File: src/rtl/collision_pkg.sv
// collision_pkg
//   Shared types and helpers for the collision resolver block:
//   - score_t    : packed BCD score, digit 0 in the least significant nibble
//   - state_t    : score FSM states (IDLE, ADD, DONE)
//   - bcd_add()  : one saturating BCD add of a two-digit BCD constant
//   - LIVES_W    : width of the lives counter
package collision_pkg;

  localparam int SCORE_DIGITS_PKG = 4;
  localparam int LIVES_W          = 3;

  typedef logic [SCORE_DIGITS_PKG-1:0][3:0] score_t;

  typedef enum logic [1:0] {
    IDLE = 2'd0,
    ADD  = 2'd1,
    DONE = 2'd2
  } state_t;

  // Ripple BCD add: each digit is summed in binary, and any digit result
  // above 9 gets +6 so the low nibble wraps into 0..9 and a carry ripples on.
  // A carry out of the top digit pins the score at all nines.
  function automatic score_t bcd_add(input score_t s, input logic [7:0] pts);
    score_t     r;
    logic       carry;
    logic [4:0] sum;
    logic [3:0] addend;
    r     = '0;
    carry = 1'b0;
    for (int i = 0; i < SCORE_DIGITS_PKG; i++) begin
      if (i == 0)      addend = pts[3:0];
      else if (i == 1) addend = pts[7:4];
      else             addend = 4'd0;
      sum = {1'b0, s[i]} + {1'b0, addend} + {4'd0, carry};
      if (sum > 5'd9) begin
        sum   = sum + 5'd6;
        carry = 1'b1;
      end else begin
        carry = 1'b0;
      end
      r[i] = sum[3:0];
    end
    if (carry) r = {SCORE_DIGITS_PKG{4'd9}};
    return r;
  endfunction

endpackage

File: src/rtl/bcd_accumulator.sv
// bcd_accumulator
//   Holds the BCD score and performs one saturating add of POINTS_BCD on
//   every cycle that add_en is high.
//   Ports:
//     clk     in   pixel clock
//     resetN  in   asynchronous active-low reset (score -> 0)
//     add_en  in   add POINTS_BCD this cycle
//     score   out  current packed BCD score
module bcd_accumulator
  import collision_pkg::*;
#(
  parameter logic [7:0] POINTS_BCD = 8'h20
) (
  input  logic   clk,
  input  logic   resetN,
  input  logic   add_en,
  output score_t score
);

  score_t score_q;

  always_ff @(posedge clk or negedge resetN) begin
    if (!resetN) begin
      score_q <= '0;
    end else if (add_en) begin
      score_q <= bcd_add(score_q, POINTS_BCD);
    end
  end

  assign score = score_q;

endmodule

File: src/rtl/collision_resolver.sv
// collision_resolver
//   Detects pixel overlaps between torpedoes, asteroids and the ship during
//   the active frame, accumulates them in sticky flags and, at each vsync,
//   emits one-cycle hit pulses. Also tracks score (BCD), lives and game over.
//   Ports:
//     clk, resetN         pixel clock, asynchronous active-low reset
//     vsync               one-cycle frame pulse (in blanking)
//     torpedo_draw        per-torpedo Draw (already gated by t_fire)
//     t_fire              torpedo in-flight flags, sampled at vsync
//     asteroid_draw       per-asteroid Draw
//     ship_draw           ship sprite Draw
//     torpedo_collision   one-cycle hit pulse per torpedo
//     asteroid_hit        one-cycle destroy pulse per asteroid
//     ship_hit            one-cycle ship destroyed pulse
//     score               packed BCD score, digit 0 in LSBs
//     lives               remaining lives
//     game_over           sticky, set when lives reaches 0
//     score_busy          high while the score FSM sweeps the hit vector
module collision_resolver
  import collision_pkg::*;
#(
  parameter int TORPEDOS        = 2,
  parameter int ASTEROIDS       = 8,
  parameter int SCORE_DIGITS    = SCORE_DIGITS_PKG, // must match score_t
  parameter int ASTEROID_POINTS = 20,
  parameter int LIVES_INIT      = 3
) (
  input  logic                      clk,
  input  logic                      resetN,
  input  logic                      vsync,
  input  logic [TORPEDOS-1:0]       torpedo_draw,
  input  logic [TORPEDOS-1:0]       t_fire,
  input  logic [ASTEROIDS-1:0]      asteroid_draw,
  input  logic                      ship_draw,
  output logic [TORPEDOS-1:0]       torpedo_collision,
  output logic [ASTEROIDS-1:0]      asteroid_hit,
  output logic                      ship_hit,
  output logic [4*SCORE_DIGITS-1:0] score,
  output logic [LIVES_W-1:0]        lives,
  output logic                      game_over,
  output logic                      score_busy
);

  localparam int                IDX_W      = (ASTEROIDS > 1) ? $clog2(ASTEROIDS) : 1;
  localparam logic [IDX_W-1:0]  LAST_IDX   = IDX_W'(ASTEROIDS - 1);
  localparam logic [7:0]        POINTS_BCD = {4'(ASTEROID_POINTS / 10), 4'(ASTEROID_POINTS % 10)};

  // Stage 1: registered draw inputs
  logic [TORPEDOS-1:0]  tdraw_q;
  logic [ASTEROIDS-1:0] adraw_q;
  logic                 sdraw_q;

  // Stage 2: registered overlap terms
  logic [TORPEDOS-1:0]  th_q;
  logic [ASTEROIDS-1:0] ah_q;
  logic                 sh_q;

  // Per-frame sticky accumulators
  logic [TORPEDOS-1:0]  t_st_q;
  logic [ASTEROIDS-1:0] a_st_q;
  logic                 s_st_q;

  // Pulse output registers
  logic [TORPEDOS-1:0]  tcoll_q;
  logic [ASTEROIDS-1:0] ahit_q;
  logic                 shit_q;

  logic [LIVES_W-1:0]   lives_q;
  logic                 game_over_q;

  state_t               state_q;
  logic [IDX_W-1:0]     idx_q;
  logic [ASTEROIDS-1:0] vec_q;
  logic                 add_en;
  score_t               score_w;

  // Overlap pipeline, sticky accumulation and vsync snapshot
  always_ff @(posedge clk or negedge resetN) begin
    if (!resetN) begin
      tdraw_q <= '0;
      adraw_q <= '0;
      sdraw_q <= 1'b0;
      th_q    <= '0;
      ah_q    <= '0;
      sh_q    <= 1'b0;
      t_st_q  <= '0;
      a_st_q  <= '0;
      s_st_q  <= 1'b0;
      tcoll_q <= '0;
      ahit_q  <= '0;
      shit_q  <= 1'b0;
    end else begin
      tdraw_q <= torpedo_draw;
      adraw_q <= asteroid_draw;
      sdraw_q <= ship_draw;

      th_q <= tdraw_q & {TORPEDOS{|adraw_q}};
      ah_q <= adraw_q & {ASTEROIDS{(|tdraw_q) | sdraw_q}};
      sh_q <= sdraw_q & (|adraw_q);

      if (vsync) begin
        // Snapshot the frame, and seed the next frame with the term that
        // is in flight this cycle so no overlap falls between frames.
        tcoll_q <= t_st_q & t_fire;
        ahit_q  <= a_st_q;
        shit_q  <= s_st_q & ~game_over_q;
        t_st_q  <= th_q;
        a_st_q  <= ah_q;
        s_st_q  <= sh_q;
      end else begin
        tcoll_q <= '0;
        ahit_q  <= '0;
        shit_q  <= 1'b0;
        t_st_q  <= t_st_q | th_q;
        a_st_q  <= a_st_q | ah_q;
        s_st_q  <= s_st_q | sh_q;
      end
    end
  end

  // Lives and game over; ship_hit is already suppressed once game over
  always_ff @(posedge clk or negedge resetN) begin
    if (!resetN) begin
      lives_q     <= LIVES_W'(LIVES_INIT);
      game_over_q <= 1'b0;
    end else if (shit_q && (lives_q != '0)) begin
      lives_q <= lives_q - 1'b1;
      if (lives_q == LIVES_W'(1)) game_over_q <= 1'b1;
    end
  end

  // Score FSM: sweep the latched hit vector one asteroid per cycle
  always_ff @(posedge clk or negedge resetN) begin
    if (!resetN) begin
      state_q <= IDLE;
      idx_q   <= '0;
      vec_q   <= '0;
    end else begin
      case (state_q)
        IDLE: begin
          if ((ahit_q != '0) && !game_over_q) begin
            vec_q   <= ahit_q;
            idx_q   <= '0;
            state_q <= ADD;
          end
        end
        ADD: begin
          idx_q <= idx_q + 1'b1;
          if (idx_q == LAST_IDX) state_q <= DONE;
        end
        DONE: begin
          state_q <= IDLE;
        end
        default: begin
          state_q <= IDLE;
        end
      endcase
    end
  end

  // game_over can rise mid-sweep (ship and asteroid hit in the same frame);
  // gating here keeps the score frozen from that edge on.
  assign add_en = (state_q == ADD) && vec_q[idx_q] && !game_over_q;

  bcd_accumulator #(
    .POINTS_BCD(POINTS_BCD)
  ) u_acc (
    .clk    (clk),
    .resetN (resetN),
    .add_en (add_en),
    .score  (score_w)
  );

  assign torpedo_collision = tcoll_q;
  assign asteroid_hit      = ahit_q;
  assign ship_hit          = shit_q;
  assign score             = score_w;
  assign lives             = lives_q;
  assign game_over         = game_over_q;
  assign score_busy        = (state_q == ADD) || (state_q == DONE);

endmodule
File: config.mk
export PLATFORM = sky130hd
export DESIGN_NAME = collision_resolver
export DESIGN_NICKNAME = d
export VERILOG_FILES = /design/src/rtl/collision_pkg.sv /design/src/rtl/bcd_accumulator.sv /design/src/rtl/collision_resolver.sv
export SDC_FILE = /design/constraint.sdc
export NUM_CORES = 1
export LEC_CHECK = 0
export CAP_MARGIN = 30
export CORE_MARGIN = 5
export CORE_UTILIZATION = 30
export DETAILED_ROUTE_END_ITERATION = 8
export GPL_TIMING_DRIVEN = 0
export MAX_ROUTING_LAYER = met4
export PLACE_DENSITY = 0.62
export RECOVER_POWER = 100
export SYNTH_ARGS = -nofsm -noshare
export SYNTH_HDL_FRONTEND = slang
export SYNTH_SLANG_ARGS = --single-unit
File: constraint.sdc
create_clock -name clk -period 4.72 [get_ports clk]
set_input_delay 0.944 -clock clk [delete_from_list [all_inputs] [get_ports clk]]
set_output_delay 0.944 -clock clk [all_outputs]
set_load 0.02 [all_outputs]
==> flow_summary.yaml <==
cells_and_area:
  area_growth_pct: 38.2
  antennaDiodeCount: 0
  design.final.nets: 415
  final_layout_size_suffix_gt1_share_pct: 19.9
clock_tree:
  worst_setup_hold_path_clk_slew_ps: 60
  clock_tree.root_cell: "clkbuf_16"
  cts_tree: "built"
  maximum_buffer_depth_of_the_clock_tree: 2
  cts_inserted_buffers: 9
  tritoncts_num_sinks: 77
  ctsHtreeMaxLevel: 3
  clk-insertion-delay-late_ps: 330
  cts_hold_repair.buffers: 0
placement:
  place.port_buffers: 47
  place.detailed.hpwl_um: 5040
  routabilityCongestion: 0.802
worst_setup_path:
  cell_with_the_biggest_individual_delay_on_the_critical_path: "dfrtp_2"
  crit_fanout: 4
  worstPathArrival_ps: 4730
  max_stage_delay_ps: 410
  worstSetupEndpointType: "flip-flop"
  crit_type: "reg2reg"
  cp_common_cell: "ha_4"
  crit_path_start_kind: "flip-flop"
  cp.required_ps: 4930
logic_synthesis:
  ys_seq_area_share_pct: 55.8
  yosys_register_bits: 77
  synth_area_leader_cell: "dfrtp_1"
  postSynthNetCount: 336
  post_synth_inst_count: 302
  number_of_enable_type_register_cells_in_the_synthesized_netlist: 0
  synth.yosys.warnings: 0
  syn-cell-area_sq_um: 3450
  syn_area_per_cell_sq_um: 11.4
  synthTopCellsByArea: "dfrtp_1, ha_1, nand2_1, a21o_1, mux2_1"
  synth_ff_type: "dfrtp_1"
  synth_largest_type_area_fraction_pct: 54.3
  synth_cell_type_count: 53
  synthArstFlopShare_pct: 100
run:
  cap_violations: 0
floorplan:
  start_util_pct: 30.4
  chipHeight_um: 117
  cell_rows: 39
  die_area_sq_um: 13800
  ioPinCount: 48
  die_width_um: 117
  core_area_sq_um: 11400
timing:
  timing.final.crit_share_pct: 95.8
  timing.final.crit_period_ps: 4520
  whs_ps: 425
  setup_viol: 0
  final.setup_skew_ps: 7.16
  hold_viol_final: 0
  normalized_max_slew_margin_pct: 16.0
  final_max_slew_viol_count: 0
  tns_ps: 0
  tightest_slew_ps: 1260
  fmax_mhz: 221
global_routing:
  grt_pass1_vias: 2636
  antenna_violations_before_repair: 0
  grt_pass1_wl_um: 12000
  overflow: 0
  grt_util_all_layers_pct: 10.7
  grt_start_max_net_pins: 56
drt:
  routed_wire_length_per_instance_um: 13.6
  first_pass_iteration_count_of_the_detailed_router: 5
  postRouteAntennaNets: 0
  avgViaCountPerCell: 4.80
  drcViolationCount: 0
  vias: 2537
  detail_route.wirelength_um: 7170
  drtIter0Drc: 87
power_and_ir_drop:
  power_per_cell_area_nw_per_um2: 505
  irDropWorstVdd_mv: 0.220
  leakagePower_nw: 2.19
run_status:
  status: "finished, final reports clean"
worst_hold_path:
  hold_path_class: "reg2reg"
[power by group]
group          leakage, nW  switching, W  internal [W]
Sequential           0.949     0.0000657      0.000752
Clock                0.136      0.000274      0.000413
Combinational         1.10      0.000456      0.000450
[worst paths after layout]
check                                           start                         end  slack, ps  cells past startpoint
setup / recovery           u_acc.score[1]$_DFFE_PN0P_  u_acc.score[3]$_DFFE_PN0P_        200                     25
hold / removal                      ah_q[5]$_DFF_PN0_         a_st_q[5]$_DFF_PN0_        420                      1
setup reg to reg           u_acc.score[1]$_DFFE_PN0P_  u_acc.score[3]$_DFFE_PN0P_        200                     25
hold reg to reg                     ah_q[5]$_DFF_PN0_         a_st_q[5]$_DFF_PN0_        420                      1
max in group asynchronous                      resetN        vec_q[1]$_DFFE_PN0P_       2980                      2
min in group asynchronous                      resetN        adraw_q[1]$_DFF_PN0_        870                      1
[worst max-delay path: cells and delay by family, from the launching register on]
| family | cells | cell delay, ps |
|---|---|---|
| AOI/OAI and AO/OA | 8 | 1350 |
| xor gates and xnor gates | 1 | 130 |
| adders and majority gates | 8 | 1550 |
| buffers and inverters | 3 | 210 |
| DFF | 1 | 410 |
| muxes | 1 | 260 |
| and+or+nand+nor | 4 | 480 |
[layer usage]
layer	track usage (%)	vias up	routed length [um]	part of all wire [%]
met3	2.60	18	339	4.7
met5	-	-	0	0
met2	18.2	62	3620	51
met4	4.64	0	177	2.5
li1	-	1225	-	-
met1	12.1	1232	3030	42
[cells in the mapped netlist (all sizes together), types with 2 or more instances]
cell type and instances:
o22ai 2, clkbuf 7, nand3b 3, o32ai 2, a31oi 3, nand4 4
nand2 29, buf 4, and3 5, nand2b 7, xnor2 5, inv 16
o21ai 14, and2 12, nand3 7, a32o 2, nor3b 2, nor2b 9
dfstp 2, ha 18, a21o 13, nor2 8, dfrtp 75, mux2 8
a21oi 11, mux2i 5, xor2 2, nor3 4, nor4 4
[placed cells by master, fill, tap and decap left out, drive strengths merged, types with 5 or more instances in the layout]
cell	instances
nor2	8
inv	18
and2	12
mux2i	5
ha	18
dlygate4sd3	44
xnor2	5
a21oi	11
mux2	8
buf	27
clkbuf	16
a21o	13
nand2b	7
nor2b	9
and3	5
nand2	29
o21ai	14
nand3	7
dfrtp	75
[cell type report]
class / count / area, sq um
fillers: 1047 / 6590
multi-input cells: 198 / 1600
clock inverters: 6 / 70.1
repair buffers: 71 / 668
inverters: 16 / 60.1
flip-flops and latches: 77 / 1930
clock buffers: 10 / 229
plain buffers: 8 / 42.5
well taps: 143 / 179
[kinds of logic (layout without fill, tap and decap cells)]
kind of cell	Yosys count	count (layout)	synth area share, %
AOI/OAI and AO/OA	64	64	13.4
DFF	77	77	55.8
buffers and inverters	27	111	3.33
adders and majority gates	18	18	6.52
and+or+nand+nor	95	95	14.4
xor gates and xnor gates	7	7	1.77
muxes	14	14	4.71
[repair_timing]
action,CTS,global route
hold endpoints to repair,0,0
pin swaps,9,11
buffers inserted,18,5
setup endpoints to repair,13,15
gates resized for setup,10,14
[flip-flops by register name, indices dropped and copies added (netlist names)]
register and flops:
u_acc.score 16, a_st_q 8, adraw_q 8, ah_q 8
asteroid_hit 8, vec_q 8, idx_q 3, lives 3
state_q 2, t_st_q 2, tdraw_q 2, th_q 2
torpedo_collision 2, game_over 1, s_st_q 1, sdraw_q 1
sh_q 1, ship_hit 1
[metrics by stage]
stage	setup WS [ps]	area, sq um	power [W]	utilization [%]	std cells
global placement	-293	4180	0.00155	36.7	492
floorplan	53.3	3530	0.00136	-	302
CTS	22.6	4700	0.00238	41.3	527
finish	197	4780	0.00241	42.0	529
detailed placement	-454	4200	0.00158	37.0	493
global route	-35.5	4780	0.00257	42.0	529
No activity file was read; power rests on OpenSTA's default activity.
